**config.mk**
```make
export PLATFORM = sky130hd
export DESIGN_NAME = id_ex_stage
export DESIGN_NICKNAME = d
export VERILOG_FILES = /design/src/rtl/psrv_pkg.sv /design/src/rtl/id_ex_hazard_unit.sv /design/src/rtl/id_ex_stage.sv
export SDC_FILE = /design/constraint.sdc
export NUM_CORES = 1
export LEC_CHECK = 0
export BUFFER_PORTS_ARGS = -buffer_cell sky130_fd_sc_hd__buf_2
export CAP_MARGIN = 20
export CORE_AREA = 2 2 158 160
export CTS_BUF_LIST = sky130_fd_sc_hd__clkbuf_16
export CTS_CLUSTER_DIAMETER = 60
export DETAILED_ROUTE_END_ITERATION = 16
export DIE_AREA = 0 0 160 162
export HOLD_SLACK_MARGIN = 0.03
export PLACE_DENSITY = 0.6
export RECOVER_POWER = 50
export SYNTH_ARGS = -nofsm -noshare
export SYNTH_HDL_FRONTEND = slang
export SYNTH_SLANG_ARGS = --single-unit
```
**constraint.sdc**
```tcl
create_clock -name clk_i -period 3.95 [get_ports clk_i]
set_input_delay 0.395 -clock clk_i [delete_from_list [all_inputs] [get_ports clk_i]]
set_output_delay 0.395 -clock clk_i [all_outputs]
set_load 0.01 [all_outputs]
```
**src/rtl/psrv_pkg.sv**
```systemverilog
// Shared definitions for the pipeline: datapath widths, ALU opcodes, operand selects
// and a register-match helper used by the hazard logic.
package psrv_pkg;

    localparam int XLEN    = 32;
    localparam int ALUOP_W = 6;
    localparam int RA_W    = 5;

    typedef enum logic [ALUOP_W-1:0] {
        ALU_ADD  = 6'd0,
        ALU_SLL  = 6'd1,
        ALU_SLT  = 6'd2,
        ALU_SLTU = 6'd3,
        ALU_XOR  = 6'd4,
        ALU_SRL  = 6'd5,
        ALU_OR   = 6'd6,
        ALU_AND  = 6'd7,
        ALU_SRA  = 6'd8,
        ALU_SUB  = 6'd9
    } alu_op_e;

    localparam logic OP1_RS1 = 1'b0;
    localparam logic OP1_PC  = 1'b1;
    localparam logic OP2_RS2 = 1'b0;
    localparam logic OP2_IMM = 1'b1;

    // A writer hits a source only when it writes a real register (x0 never matches).
    function automatic logic reg_hit(input logic we, input logic [RA_W-1:0] rd,
                                     input logic [RA_W-1:0] rs);
        return we && (rd != '0) && (rd == rs);
    endfunction

endpackage

```
**src/rtl/id_ex_hazard_unit.sv**
```systemverilog
// Combinational operand forwarding and load-use / RAW stall detection.
// PSRV_FWD_EN enables the EX/MEM/WB bypass paths; without it every RAW hazard stalls.
module id_ex_hazard_unit #(
    parameter int XLEN = psrv_pkg::XLEN,
    parameter int RA_W = psrv_pkg::RA_W
) (
    input  logic [RA_W-1:0] rs1_addr_i,
    input  logic [RA_W-1:0] rs2_addr_i,
    input  logic [XLEN-1:0] rs1_data_i,
    input  logic [XLEN-1:0] rs2_data_i,
    input  logic            op1_sel_i,
    input  logic            ex_valid_i,
    input  logic            ex_rd_we_i,
    input  logic [RA_W-1:0] ex_rd_addr_i,
    input  logic            ex_is_load_i,
    input  logic [XLEN-1:0] ex_result_i,
    input  logic            mem_we_i,
    input  logic [RA_W-1:0] mem_addr_i,
    input  logic [XLEN-1:0] mem_data_i,
    input  logic            wb_we_i,
    input  logic [RA_W-1:0] wb_addr_i,
    input  logic [XLEN-1:0] wb_data_i,
    output logic [XLEN-1:0] fwd_rs1_o,
    output logic [XLEN-1:0] fwd_rs2_o,
    output logic            load_use_o
);
    import psrv_pkg::*;

    logic rs1_read;
    assign rs1_read = (op1_sel_i == OP1_RS1);

`ifdef PSRV_FWD_EN
    logic ex_alu_wr;
    logic ex_load_wr;

    assign ex_alu_wr  = ex_valid_i & ex_rd_we_i & ~ex_is_load_i;
    assign ex_load_wr = ex_valid_i & ex_rd_we_i & ex_is_load_i;

    always_comb begin
        fwd_rs1_o = rs1_data_i;
        if (rs1_addr_i == '0)                                  fwd_rs1_o = '0;
        else if (reg_hit(ex_alu_wr, ex_rd_addr_i, rs1_addr_i)) fwd_rs1_o = ex_result_i;
        else if (reg_hit(mem_we_i, mem_addr_i, rs1_addr_i))    fwd_rs1_o = mem_data_i;
        else if (reg_hit(wb_we_i, wb_addr_i, rs1_addr_i))      fwd_rs1_o = wb_data_i;

        fwd_rs2_o = rs2_data_i;
        if (rs2_addr_i == '0)                                  fwd_rs2_o = '0;
        else if (reg_hit(ex_alu_wr, ex_rd_addr_i, rs2_addr_i)) fwd_rs2_o = ex_result_i;
        else if (reg_hit(mem_we_i, mem_addr_i, rs2_addr_i))    fwd_rs2_o = mem_data_i;
        else if (reg_hit(wb_we_i, wb_addr_i, rs2_addr_i))      fwd_rs2_o = wb_data_i;
    end

    // rs2 always counts: even with an immediate operand it still feeds store data.
    assign load_use_o = (rs1_read & reg_hit(ex_load_wr, ex_rd_addr_i, rs1_addr_i))
                      | reg_hit(ex_load_wr, ex_rd_addr_i, rs2_addr_i);
`else
    logic ex_wr;
    logic rs1_hit;
    logic rs2_hit;
    logic unused_bypass;

    assign ex_wr = ex_valid_i & ex_rd_we_i;

    assign fwd_rs1_o = (rs1_addr_i == '0) ? '0 : rs1_data_i;
    assign fwd_rs2_o = (rs2_addr_i == '0) ? '0 : rs2_data_i;

    // Any in-flight writer of a read source stalls until it has retired through WB.
    assign rs1_hit = reg_hit(ex_wr, ex_rd_addr_i, rs1_addr_i)
                   | reg_hit(mem_we_i, mem_addr_i, rs1_addr_i)
                   | reg_hit(wb_we_i, wb_addr_i, rs1_addr_i);
    assign rs2_hit = reg_hit(ex_wr, ex_rd_addr_i, rs2_addr_i)
                   | reg_hit(mem_we_i, mem_addr_i, rs2_addr_i)
                   | reg_hit(wb_we_i, wb_addr_i, rs2_addr_i);

    assign load_use_o = (rs1_read & rs1_hit) | rs2_hit;

    assign unused_bypass = ^{ex_result_i, mem_data_i, wb_data_i, ex_is_load_i};
`endif

endmodule

```
**src/rtl/id_ex_stage.sv**
```systemverilog
// ID/EX pipeline register with operand selection and hazard handling in front of the ALU.
// Bypassing is built only when PSRV_FWD_EN is defined; otherwise RAW hazards stall.
module id_ex_stage #(
    parameter int XLEN    = psrv_pkg::XLEN,
    parameter int ALUOP_W = psrv_pkg::ALUOP_W,
    parameter int RA_W    = psrv_pkg::RA_W
) (
    input  logic               clk_i,
    input  logic               rst_i,
    input  logic               flush_i,
    input  logic               id_valid_i,
    output logic               id_ready_o,
    input  logic [XLEN-1:0]    pc_i,
    input  logic [XLEN-1:0]    imm_i,
    input  logic [RA_W-1:0]    rs1_addr_i,
    input  logic [RA_W-1:0]    rs2_addr_i,
    input  logic [XLEN-1:0]    rs1_data_i,
    input  logic [XLEN-1:0]    rs2_data_i,
    input  logic [ALUOP_W-1:0] aluop_i,
    input  logic               op1_sel_i,
    input  logic               op2_sel_i,
    input  logic [RA_W-1:0]    rd_addr_i,
    input  logic               rd_we_i,
    input  logic               is_load_i,
    input  logic [XLEN-1:0]    ex_result_i,
    input  logic               mem_we_i,
    input  logic [RA_W-1:0]    mem_addr_i,
    input  logic [XLEN-1:0]    mem_data_i,
    input  logic               wb_we_i,
    input  logic [RA_W-1:0]    wb_addr_i,
    input  logic [XLEN-1:0]    wb_data_i,
    output logic               ex_valid_o,
    input  logic               ex_ready_i,
    output logic [XLEN-1:0]    op1_o,
    output logic [XLEN-1:0]    op2_o,
    output logic [ALUOP_W-1:0] aluop_o,
    output logic [XLEN-1:0]    store_data_o,
    output logic [XLEN-1:0]    pc_o,
    output logic [RA_W-1:0]    rd_addr_o,
    output logic               rd_we_o,
    output logic               is_load_o
);
    import psrv_pkg::*;

    logic               ex_valid_q, ex_valid_d;
    logic [XLEN-1:0]    op1_q, op1_d;
    logic [XLEN-1:0]    op2_q, op2_d;
    logic [ALUOP_W-1:0] aluop_q, aluop_d;
    logic [XLEN-1:0]    store_data_q, store_data_d;
    logic [XLEN-1:0]    pc_q, pc_d;
    logic [RA_W-1:0]    rd_addr_q, rd_addr_d;
    logic               rd_we_q, rd_we_d;
    logic               is_load_q, is_load_d;

    logic [XLEN-1:0]    fwd_rs1;
    logic [XLEN-1:0]    fwd_rs2;
    logic               load_use;
    logic               advance;
    logic               accept;

    id_ex_hazard_unit #(
        .XLEN (XLEN),
        .RA_W (RA_W)
    ) u_hazard (
        .rs1_addr_i   (rs1_addr_i),
        .rs2_addr_i   (rs2_addr_i),
        .rs1_data_i   (rs1_data_i),
        .rs2_data_i   (rs2_data_i),
        .op1_sel_i    (op1_sel_i),
        .ex_valid_i   (ex_valid_q),
        .ex_rd_we_i   (rd_we_q),
        .ex_rd_addr_i (rd_addr_q),
        .ex_is_load_i (is_load_q),
        .ex_result_i  (ex_result_i),
        .mem_we_i     (mem_we_i),
        .mem_addr_i   (mem_addr_i),
        .mem_data_i   (mem_data_i),
        .wb_we_i      (wb_we_i),
        .wb_addr_i    (wb_addr_i),
        .wb_data_i    (wb_data_i),
        .fwd_rs1_o    (fwd_rs1),
        .fwd_rs2_o    (fwd_rs2),
        .load_use_o   (load_use)
    );

    assign advance    = ~ex_valid_q | ex_ready_i;
    assign accept     = advance & ~load_use & ~flush_i & id_valid_i;
    assign id_ready_o = flush_i | (advance & ~load_use);

    // Payload only moves on accept, so a stalled EX sees perfectly stable operands.
    always_comb begin
        ex_valid_d   = ex_valid_q;
        op1_d        = op1_q;
        op2_d        = op2_q;
        aluop_d      = aluop_q;
        store_data_d = store_data_q;
        pc_d         = pc_q;
        rd_addr_d    = rd_addr_q;
        rd_we_d      = rd_we_q;
        is_load_d    = is_load_q;

        if (flush_i) begin
            ex_valid_d = 1'b0;
        end else if (advance) begin
            ex_valid_d = id_valid_i & ~load_use;
        end

        if (accept) begin
            op1_d        = (op1_sel_i == OP1_PC)  ? pc_i  : fwd_rs1;
            op2_d        = (op2_sel_i == OP2_IMM) ? imm_i : fwd_rs2;
            aluop_d      = aluop_i;
            store_data_d = fwd_rs2;
            pc_d         = pc_i;
            rd_addr_d    = rd_addr_i;
            rd_we_d      = rd_we_i;
            is_load_d    = is_load_i;
        end
    end

    always_ff @(posedge clk_i or posedge rst_i) begin
        if (rst_i) begin
            ex_valid_q   <= 1'b0;
            op1_q        <= '0;
            op2_q        <= '0;
            aluop_q      <= '0;
            store_data_q <= '0;
            pc_q         <= '0;
            rd_addr_q    <= '0;
            rd_we_q      <= 1'b0;
            is_load_q    <= 1'b0;
        end else begin
            ex_valid_q   <= ex_valid_d;
            op1_q        <= op1_d;
            op2_q        <= op2_d;
            aluop_q      <= aluop_d;
            store_data_q <= store_data_d;
            pc_q         <= pc_d;
            rd_addr_q    <= rd_addr_d;
            rd_we_q      <= rd_we_d;
            is_load_q    <= is_load_d;
        end
    end

    assign ex_valid_o   = ex_valid_q;
    assign op1_o        = op1_q;
    assign op2_o        = op2_q;
    assign aluop_o      = aluop_q;
    assign store_data_o = store_data_q;
    assign pc_o         = pc_q;
    assign rd_addr_o    = rd_addr_q;
    assign rd_we_o      = rd_we_q;
    assign is_load_o    = is_load_q;

endmodule

```
==> results of run 1 <==
==> logic make-up after synthesis <==
logic type / Yosys count
XOR/XNOR: 30
AO/OA/AOI/OAI: 73
AND/OR/NAND/NOR: 85
multiplexers: 141
flip-flops: 142
buffers and inverters: 66
==> synthesized netlist by cell type (2+ instances only) <==
library cell / count
sky130_fd_sc_hd__a22o_1: 32
sky130_fd_sc_hd__buf_2: 7
sky130_fd_sc_hd__buf_4: 8
sky130_fd_sc_hd__clkbuf_1: 17
sky130_fd_sc_hd__dfrtp_1: 142
sky130_fd_sc_hd__inv_1: 34
sky130_fd_sc_hd__mux2_1: 47
sky130_fd_sc_hd__mux2_2: 62
sky130_fd_sc_hd__mux2i_1: 32
sky130_fd_sc_hd__nand2_1: 68
sky130_fd_sc_hd__nand3_1: 3
sky130_fd_sc_hd__nand4_1: 3
sky130_fd_sc_hd__nor2_1: 2
sky130_fd_sc_hd__nor3_1: 2
sky130_fd_sc_hd__o21ai_0: 33
sky130_fd_sc_hd__or4_1: 4
sky130_fd_sc_hd__xnor2_1: 25
sky130_fd_sc_hd__xor2_1: 5
==> where the power goes <==
part           internal (W)  switching, W
registers           0.00178      0.000172
logic              0.000520      0.000600
clock network       0.00106      0.000639
total               0.00335       0.00141
==> registers in the layout (all words and copies together) (netlist names) <==
| register | count |
|---|---|
| aluop_o | 6 |
| ex_valid_o | 1 |
| is_load_o | 1 |
| op1_o | 32 |
| op2_o | 32 |
| pc_o | 32 |
| rd_addr_o | 5 |
| rd_we_o | 1 |
| store_data_o | 32 |
==> per-layer routing <==
metal  track usage, %  up-vias  part of all wire, %
met5                0        -                    0
met4             4.38        0                  1.5
met3             5.08       17                  8.2
met2             24.5      228                   48
met1             17.8     2589                   42
li1                 -     2473                    -
==> final cells by class <==
class | instances | share of cell area [%]
tap | 324 | 4.53
clock inverter | 15 | 2.19
clock buffer | 17 | 4.75
inverter | 34 | 1.44
multi-input combinational | 329 | 30.1
antenna | 1 | 0.0279
timing repair buffer | 320 | 17.3
sequential | 142 | 39.7
==> per-stage QoR <==
stage / instances / utilization (%)
after global placement: 1148 / 35.0
final: 1182 / 37.1
after CTS: 1180 / 37.6
after detailed placement: 1148 / 35.0
after global routing: 1182 / 37.1
after floorplan: 537 / -
==> how the worst max path moves through the flow <==
stage / slack [ns] / end
2_1_floorplan: 1.48 / pc_o[14]$_DFFE_PP0P_
4_1_cts: 1.19 / op1_o[21]$_DFFE_PP0P_
3_3_place_gp: 0.98 / op2_o[31]$_DFFE_PP0P_
6_report: 1.21 / op2_o[31]$_DFFE_PP0P_
5_1_grt: 0.66 / pc_o[9]$_DFFE_PP0P_
3_5_place_dp: 1.0 / op2_o[31]$_DFFE_PP0P_
==> cell usage in the layout (no fill, tap or decap), types with 2 or more instances in the layout <==
cell	n
sky130_fd_sc_hd__nand3_1	3
sky130_fd_sc_hd__buf_2	241
sky130_fd_sc_hd__buf_4	3
sky130_fd_sc_hd__nor3_1	2
sky130_fd_sc_hd__inv_1	35
sky130_fd_sc_hd__clkinv_4	3
sky130_fd_sc_hd__inv_6	2
sky130_fd_sc_hd__clkbuf_2	2
sky130_fd_sc_hd__buf_12	2
sky130_fd_sc_hd__clkinvlp_4	2
sky130_fd_sc_hd__clkbuf_16	17
sky130_fd_sc_hd__clkbuf_1	72
sky130_fd_sc_hd__a22o_1	32
sky130_fd_sc_hd__nand4_1	3
sky130_fd_sc_hd__xor2_1	5
sky130_fd_sc_hd__or4_1	4
sky130_fd_sc_hd__dfrtp_1	142
sky130_fd_sc_hd__nor2_1	2
sky130_fd_sc_hd__o21ai_0	33
sky130_fd_sc_hd__mux2i_1	32
sky130_fd_sc_hd__bufinv_16	4
sky130_fd_sc_hd__nand2_1	68
sky130_fd_sc_hd__xnor2_1	25
sky130_fd_sc_hd__clkinv_2	2
sky130_fd_sc_hd__mux2_2	62
sky130_fd_sc_hd__mux2_1	47
==> results.env, run 1 <==
FINAL.HOLD.WORST_SLACK_NS=0.203
POST_SYNTH_NUM_CELL_TYPES=29
INITIAL_CORE_UTIL_PCT=27.1
TIMING.CRITICAL_PATH.CELLS='or4_1 > o2111a_1 > nor4_4 > buf_12 > mux2_2'
CTSRESIZECOUNT=0
VDD.IR_DROP.WORST_uV=216
CRITPATHCAPTURETYPE='flop'
P_LEAK_nW=4.28
CRITPATHSLOWESTCELL='sky130_fd_sc_hd__or4_1'
R2R-START='rd_addr_o[0]$_DFFE_PP0P_'
PLACED_AREA_UM2=8430
NUMBER_OF_CELLS_ON_THE_WORST_REG_TO_REG_PATH=5
ACHIEVABLE-FREQUENCY_MHz=364
FIRST_GLOBAL_VIAS=5484
YOSYS_WARNINGS=0
ANTENNA_FOUND_INITIAL=2
SYNTHDOMINANTCELLAREASHARE_PCT=54.4
SYNTH_COMPOUND_GATE_AREA_SHARE_PCT=7.78
DPL_WORST_SLACK_NS=0.995
NUMBER_OF_FILLERS_IN_THE_FINAL_LAYOUT=2511
MIN-DELAY-PATH-CLASS='input port to flop'
FINAL.SETUP_SKEW_NS=0.00995
CTS-ROOT-BUF='sky130_fd_sc_hd__clkbuf_16'
TOTALPOWERFINAL_W=0.00476
SYNTH.NET_COUNT=803
FINAL-SETUP-VIOL-COUNT=0
HOLD_PATH.STARTPOINT='aluop_i[0]'
NUM-NETS-FINAL=1110
AREA_SHARE_OF_AND_OR_NAND_NOR_CELLS_AFTER_SYNTHESIS_PCT=5.67
CRIT_TYPE='flop to flop'
FLOORPLAN.CORE_AREA_UM2=24100
LAYOUT_CELLS_SIZED_ABOVE_1_PCT=40.0
GRT_MAX_DEGREE=84
PERIOD_SHARE_PCT=69.5
SYNTHMUXAREASHARE_PCT=23.7
TIMING.CRITICAL_PATH.FANOUT_MAX=83
FINALWORSTSETUPSLACK_NS=1.21
DETAILED_ROUTE_VIAS_PER_INSTANCE=4.49
YS_SEQ_AREA_SHARE_PCT=54.4
GRT.TOTAL_USAGE_PCT=14.6
NETLIST.TOP_CELL.BY_AREA='sky130_fd_sc_hd__dfrtp_1'
SYN2LAYOUT_AREA_GROWTH_PCT=37.1
SYN_AREA_UM2=6530
GLOBALROUTE.TOTALOVERFLOW=0
RESULT_OF_THE_RUN='complete, but fails checks'
SYNTH_FA_HA_AREA_SHARE_PCT=0
POWER.DENSITY_nW_PER_UM2=532
DIE_AREA_UM2=25900
ASYNCSETRESETFLOPFRACSYNTH_PCT=100
HOLD_PATH_DEPTH=2
MULTIINPUTGATEAREA_UM2=2690
YS_SEQ_ELEMENTS=142
GRT_PASS1_WL_UM=30100
STARTPOINT_TYPE='flop'
TIGHTEST_SLEW_NS=2.21
POSTSYNTH.TOPFLOPCELL='sky130_fd_sc_hd__dfrtp_1'
PERIOD_MINUS_SLACK_NS=2.74
HOLD_END='aluop_o[0]$_DFFE_PP0P_'
CRITPATHBUFINV=1
CTS_HOLD_REPAIR_BUFFERS=0
CLOCK_TREE.BUFFER_DEPTH=2
CLK-INSERTION-DELAY-LATE_NS=0.41
DIE_Y_UM=162
AREA_USED_BY_SEQUENTIAL_LOGIC_IN_THE_LAYOUT_UM2=3550
TIMING.CRITICAL_PATH.MAX_DELAY_FAMILY='simple AND/OR/NAND/NOR gates'
CLK_PIN_SLEW_WORST_PATHS_NS=0.06
CRITICAL_PATH.STARTPOINT='rd_addr_o[0]$_DFFE_PP0P_'
DRT_PASS1_ITERATIONS=4
SYNTH.TOP_CELLS.BY_AREA='sky130_fd_sc_hd__dfrtp_1 54%, sky130_fd_sc_hd__mux2_2 11%, sky130_fd_sc_hd__mux2_1 8.1%, sky130_fd_sc_hd__mux2i_1 4.9%, sky130_fd_sc_hd__a22o_1 4.3%'
NUM_VIAS=5307
IOS=409
SYNTHXORXNORAREAFRAC_PCT=4.02
NUMBER_OF_SYNTHESIZED_FLOPS_WITH_AN_ENABLE_PIN=0
POST_CTS.REPAIR.SETUP_BUFFERS=0
ANTENNA_LEFT=0
HOLD_VIOL=0
CRITICAL_PATH.REG2REG.ENDPOINT='op2_o[31]$_DFFE_PP0P_'
SYN_INST=537
TIMING.SLEW.HEADROOM_PCT=-47.1
RSZ0062_AT_GRT='no'
WORSTPATHREQUIRED_NS=4.24
VIOLATIONS_IN_THE_FINAL_REPORTS='max-capacitance violations, max-slew violations'
DRV_CAP=2
CTS-BUFFERS-INSERTED=17
DP.FINAL_HPWL_UM=13700
SYNTH_TOP_FAMILY_BY_AREA='multiplexers'
SYNTHESIS.AREA_PER_INSTANCE_UM2=12.2
DIE-WIDTH_UM=160
CTS.SINKS=142
ROWS=57
FINALWEIGHTEDCONGESTION=0.883
WORSTSETUPPATHDEPTH=5
TOTALNEGATIVESETUPSLACK_NS=0
CPPEAKSTAGEDELAY_NS=0.53
PORT-BUFFER-COUNT=312
POST_DETAILED_ROUTE_WIRELENGTH_PER_CELL_UM=16.0
DRV_SLEW=112
CRITICAL_PATH_ARRIVAL_NS=3.04
STDCELL_AREA_UM2=8950
DRTITER0DRC=218
CTSHTREEMAXLEVEL=4
CTS_TREE='yes'
TIMING.REG2REG.SETUP_SLACK_NS=1.21
ROUTE.FINAL.WIRE_LENGTH_UM=18900
DRC_MARKERS=0
Note: power is estimated with default switching activity, not from simulation.
==> inputs of run 2 (changes only) <==
- ABC_AREA: default -> 1
- CORE_AREA: 2 2 158 160 -> 2 2 161 163
- DIE_AREA: 0 0 160 162 -> 0 0 163 165
- clock period: 3.95 -> 2.7 ns (I/O delays scaled with it)
==> run 2 against run 1 <==
Against the previous run:
- the run still ends with max-capacitance violations, max-slew violations left
- die area up 3.8%
- final area up 9.4%
- worst setup slack worse by 0.83 ns
- count of clock-buffer cells in the layout unchanged
- final cell count increased by 36%
- global-route usage grew 4.2 points
- via count rose by 46%
- synthesized area rose by 13%
- worst hold slack worse by 0.10 ns
- utilization grew 2.0 points
- highest routed layer unchanged
- largest power group unchanged
==> results.env, run 2 <==
AREA_SHARE_OF_AND_OR_NAND_NOR_CELLS_AFTER_SYNTHESIS_PCT=39.4  # +34 points
ANTENNA_LEFT=0  # unchanged
CLK-INSERTION-DELAY-LATE_NS=0.41  # about the same
NUMBER_OF_SYNTHESIZED_FLOPS_WITH_AN_ENABLE_PIN=0  # unchanged
ACHIEVABLE-FREQUENCY_MHz=430
MIN-DELAY-PATH-CLASS='input port to flop'
ASYNCSETRESETFLOPFRACSYNTH_PCT=100  # unchanged
FINAL.SETUP_SKEW_NS=0.00644  # -0.00351 ns
HOLD_PATH.STARTPOINT='aluop_i[3]'
SYNTH.TOP_CELLS.BY_AREA='sky130_fd_sc_hd__dfrtp_1 48%, sky130_fd_sc_hd__nand2_1 23%, sky130_fd_sc_hd__nand4_1 12%, sky130_fd_sc_hd__inv_1 2.9%, sky130_fd_sc_hd__nand3_1 2.7%'
SYN2LAYOUT_AREA_GROWTH_PCT=33.1
STARTPOINT_TYPE='flop'
IOS=409  # unchanged
YS_SEQ_AREA_SHARE_PCT=48.3  # -6.1 points
HOLD_PATH_DEPTH=3  # +1
P_LEAK_nW=5.55  # +29%
CTS_TREE='yes'
PORT-BUFFER-COUNT=312  # unchanged
VIOLATIONS_IN_THE_FINAL_REPORTS='max-capacitance violations, max-slew violations'
CRITICAL_PATH_ARRIVAL_NS=2.06  # -0.98 ns
SYN_INST=998  # +86%
CLK_PIN_SLEW_WORST_PATHS_NS=0.06  # about the same
SYNTH.MOST_COMMON_CELL='sky130_fd_sc_hd__nand2_1'
SYNTH.NET_COUNT=1264  # +57%
GRT_PASS1_WL_UM=40000  # +33%
CTSHTREEMAXLEVEL=4  # unchanged
YOSYS_WARNINGS=0  # unchanged
HOLD_END='aluop_o[3]$_DFFE_PP0P_'
SYNTH_COMPOUND_GATE_AREA_SHARE_PCT=2.57  # -5.2 points
NETLIST.TOP_CELL.BY_AREA='sky130_fd_sc_hd__dfrtp_1'
TIMING.SLEW.HEADROOM_PCT=-18.0  # +29 points
FIRST_GLOBAL_VIAS=7420  # +35%
FINALWEIGHTEDCONGESTION=0.852  # -3.5%
SYNTH_TOP_FAMILY_BY_AREA='simple AND/OR/NAND/NOR gates'
ROWS=58  # +1.8%
TIMING.CRITICAL_PATH.CELLS='nor2_1 > nand3_1 > nand2_1 > inv_1 > nand3_1 > nand2_1 > a21oi_4 > nand2_1 > o21ai_0 > buf_2'
CRIT_TYPE='flop to primary output'
CTS_HOLD_REPAIR_BUFFERS=1  # +1
LAYOUT.CELLS.MOST_COMMON='sky130_fd_sc_hd__nand2_1'
FINAL-SETUP-VIOL-COUNT=0  # unchanged
FINAL_CELL_MIX='457 x sky130_fd_sc_hd__nand2_1, 241 x sky130_fd_sc_hd__buf_2, 142 x sky130_fd_sc_hd__nand4_1, 142 x sky130_fd_sc_hd__dfrtp_1, 72 x sky130_fd_sc_hd__clkbuf_1'
RESULT_OF_THE_RUN='complete, but fails checks'
SYNTHDOMINANTCELLAREASHARE_PCT=48.3  # -6.1 points
CTS.SINKS=142  # unchanged
CTSRESIZECOUNT=0  # unchanged
FLOORPLAN.CORE_AREA_UM2=25000  # +3.9%
GLOBALROUTE.TOTALOVERFLOW=0  # unchanged
R2R-START='rd_addr_o[3]$_DFFE_PP0P_'
LAYOUT_CELLS_SIZED_ABOVE_1_PCT=22.8  # -17 points
NUMBER_OF_CELLS_ON_THE_WORST_REG_TO_REG_PATH=10  # +5
SYNTH_FA_HA_AREA_SHARE_PCT=0  # unchanged
POST_CTS.REPAIR.SETUP_BUFFERS=0  # unchanged
DRC_MARKERS=0  # unchanged
POWER.DENSITY_nW_PER_UM2=703  # +32%
POST_SYNTH_NUM_CELL_TYPES=17  # -41%
PERIOD_MINUS_SLACK_NS=2.33
YS_SEQ_ELEMENTS=142  # unchanged
DIE_AREA_UM2=26900  # +3.8%
HOLD_VIOL=0  # unchanged
CTS-BUFFERS-INSERTED=17  # unchanged
DRT_PASS1_ITERATIONS=7  # +3
TIMING.CRITICAL_PATH.MODE_CELL='sky130_fd_sc_hd__nand2_1'
INITIAL_CORE_UTIL_PCT=29.4  # +2.3 points
NUMBER_OF_FILLERS_IN_THE_FINAL_LAYOUT=2684  # +6.9%
CPPEAKSTAGEDELAY_NS=0.45  # -0.08 ns
DRV_SLEW=144  # +29%
CRITPATHCAPTURETYPE='primary output'
LAYOUTNONFILLERINSTCOUNT=1610  # +36%
TOTALNEGATIVESETUPSLACK_NS=0  # unchanged
YOSYS-TOP-CELLS-COUNT='458 x sky130_fd_sc_hd__nand2_1, 142 x sky130_fd_sc_hd__dfrtp_1, 142 x sky130_fd_sc_hd__nand4_1'
WORSTPATHREQUIRED_NS=2.43  # -1.81 ns
NUM_VIAS=7734  # +46%
TIMING.REG2REG.SETUP_SLACK_NS=0.74  # -0.47 ns
SYN_AREA_UM2=7360  # +13%
NUM-NETS-FINAL=1532  # +38%
SYNTHXORXNORAREAFRAC_PCT=2.26  # -1.8 points
CRITPATHSLOWESTCELL='sky130_fd_sc_hd__dfrtp_1'
RSZ0062_AT_GRT='no'
TIGHTEST_SLEW_NS=1.77  # -0.437 ns
DP.FINAL_HPWL_UM=16900  # +24%
TIMING.CRITICAL_PATH.FANOUT_MAX=6  # -93%
CRITICAL_PATH.REG2REG.ENDPOINT='pc_o[28]$_DFFE_PP0P_'
CTS-ROOT-BUF='sky130_fd_sc_hd__clkbuf_16'
CLOCK_TREE.BUFFER_DEPTH=2  # unchanged
GRT_MAX_DEGREE=112  # +33%
POSTSYNTH.TOPFLOPCELL='sky130_fd_sc_hd__dfrtp_1'
DRTITER0DRC=609  # +180%
ANTENNA_FOUND_INITIAL=1  # -1
PERIOD_SHARE_PCT=86.2
DIE_Y_UM=165  # +1.9%
SYNTHESIS.AREA_PER_INSTANCE_UM2=7.37  # -39%
PLACE.DETAILED.INSTANCES=1576  # +37%
POST_DETAILED_ROUTE_WIRELENGTH_PER_CELL_UM=16.0  # -0.19%
DIE-WIDTH_UM=163  # +1.9%
ROUTE.FINAL.WIRE_LENGTH_UM=25700  # +36%
FINAL.HOLD.WORST_SLACK_NS=0.102  # -0.101 ns
DRV_CAP=2  # unchanged
DETAILED_ROUTE_VIAS_PER_INSTANCE=4.80  # +7.0%
VDD.IR_DROP.WORST_uV=302  # +40%
SYNTHMUXAREASHARE_PCT=0  # -24 points
GRT.TOTAL_USAGE_PCT=18.8  # +4.2 points
[run 2: worst max-delay path by stage]
stage	from	depth (start not counted)	slack (ns)	end
floorplan	rst_i	1	0.65	aluop_o[0]$_DFFE_PP0P_
global placement	rd_addr_o[1]$_DFFE_PP0P_	10	0.69	pc_o[28]$_DFFE_PP0P_
detailed placement	rd_addr_o[3]$_DFFE_PP0P_	10	0.71	pc_o[28]$_DFFE_PP0P_
CTS	rd_addr_o[1]$_DFFE_PP0P_	10	0.33	id_ready_o
global route	rst_i	4	0.20	pc_o[2]$_DFFE_PP0P_
finish	rd_addr_o[3]$_DFFE_PP0P_	10	0.37	id_ready_o
[run 2: stage by stage]
| step | setup WS (ns) | util, % | instance area [um^2] | power (W) |
|---|---|---|---|---|
| after global routing | 0.200 | 39.1 | 9790 | 0.00732 |
| final | 0.372 | 39.1 | 9790 | 0.00689 |
| after CTS | 0.328 | 39.6 | 9910 | 0.00705 |
| after detailed placement | 0.712 | 37.0 | 9250 | 0.00438 |
| after global placement | 0.688 | 37.0 | 9250 | 0.00436 |
| after floorplan | 0.653 | - | 7360 | 0.00358 |
[run 2: logic make-up after synthesis]
kind of cell | count (synthesis)
xor gates and xnor gates | 19
and+or+nand+nor | 662
DFF | 142
AOI/OAI and AO/OA | 37
buffers and inverters | 138
[run 2: area by class of cell]
cell class,instances,area (um^2),area share (%)
Antenna cell,2,5.00,0.0511
Timing Repair Buffer,329,1670,17.1
Tap cell,330,413,4.22
Clock buffer,17,425,4.34
Multi-Input combinational cell,718,3280,33.5
Clock inverter,14,218,2.22
Inverter,58,221,2.26
Sequential cell,142,3550,36.3
[run 2: metal layers]
layer	global-route usage (%)	share of wire, %	vias up
met3	5.58	8.0	25
met2	30.7	47	284
li1	-	-	3794
met4	5.51	1.6	0
met1	24.2	44	3631
met5	0	0	-
[run 2: critical path, delay by kind of cell (launching register included)]
kind | cells | cell delay (ns)
AND/OR/NAND/NOR | 6 | 0.54
flip-flops | 1 | 0.45
AO/OA/AOI/OAI | 2 | 0.46
buffers and inverters | 2 | 0.20
[run 2: power breakdown]
| group | internal (W) | leakage (nW) | switching, W | total, W |
|---|---|---|---|---|
| combinational | 0.000573 | 3.46 | 0.000961 | 0.00153 |
| sequential | 0.00251 | 1.77 | 0.000224 | 0.00274 |
| clock | 0.00164 | 0.311 | 0.000977 | 0.00262 |
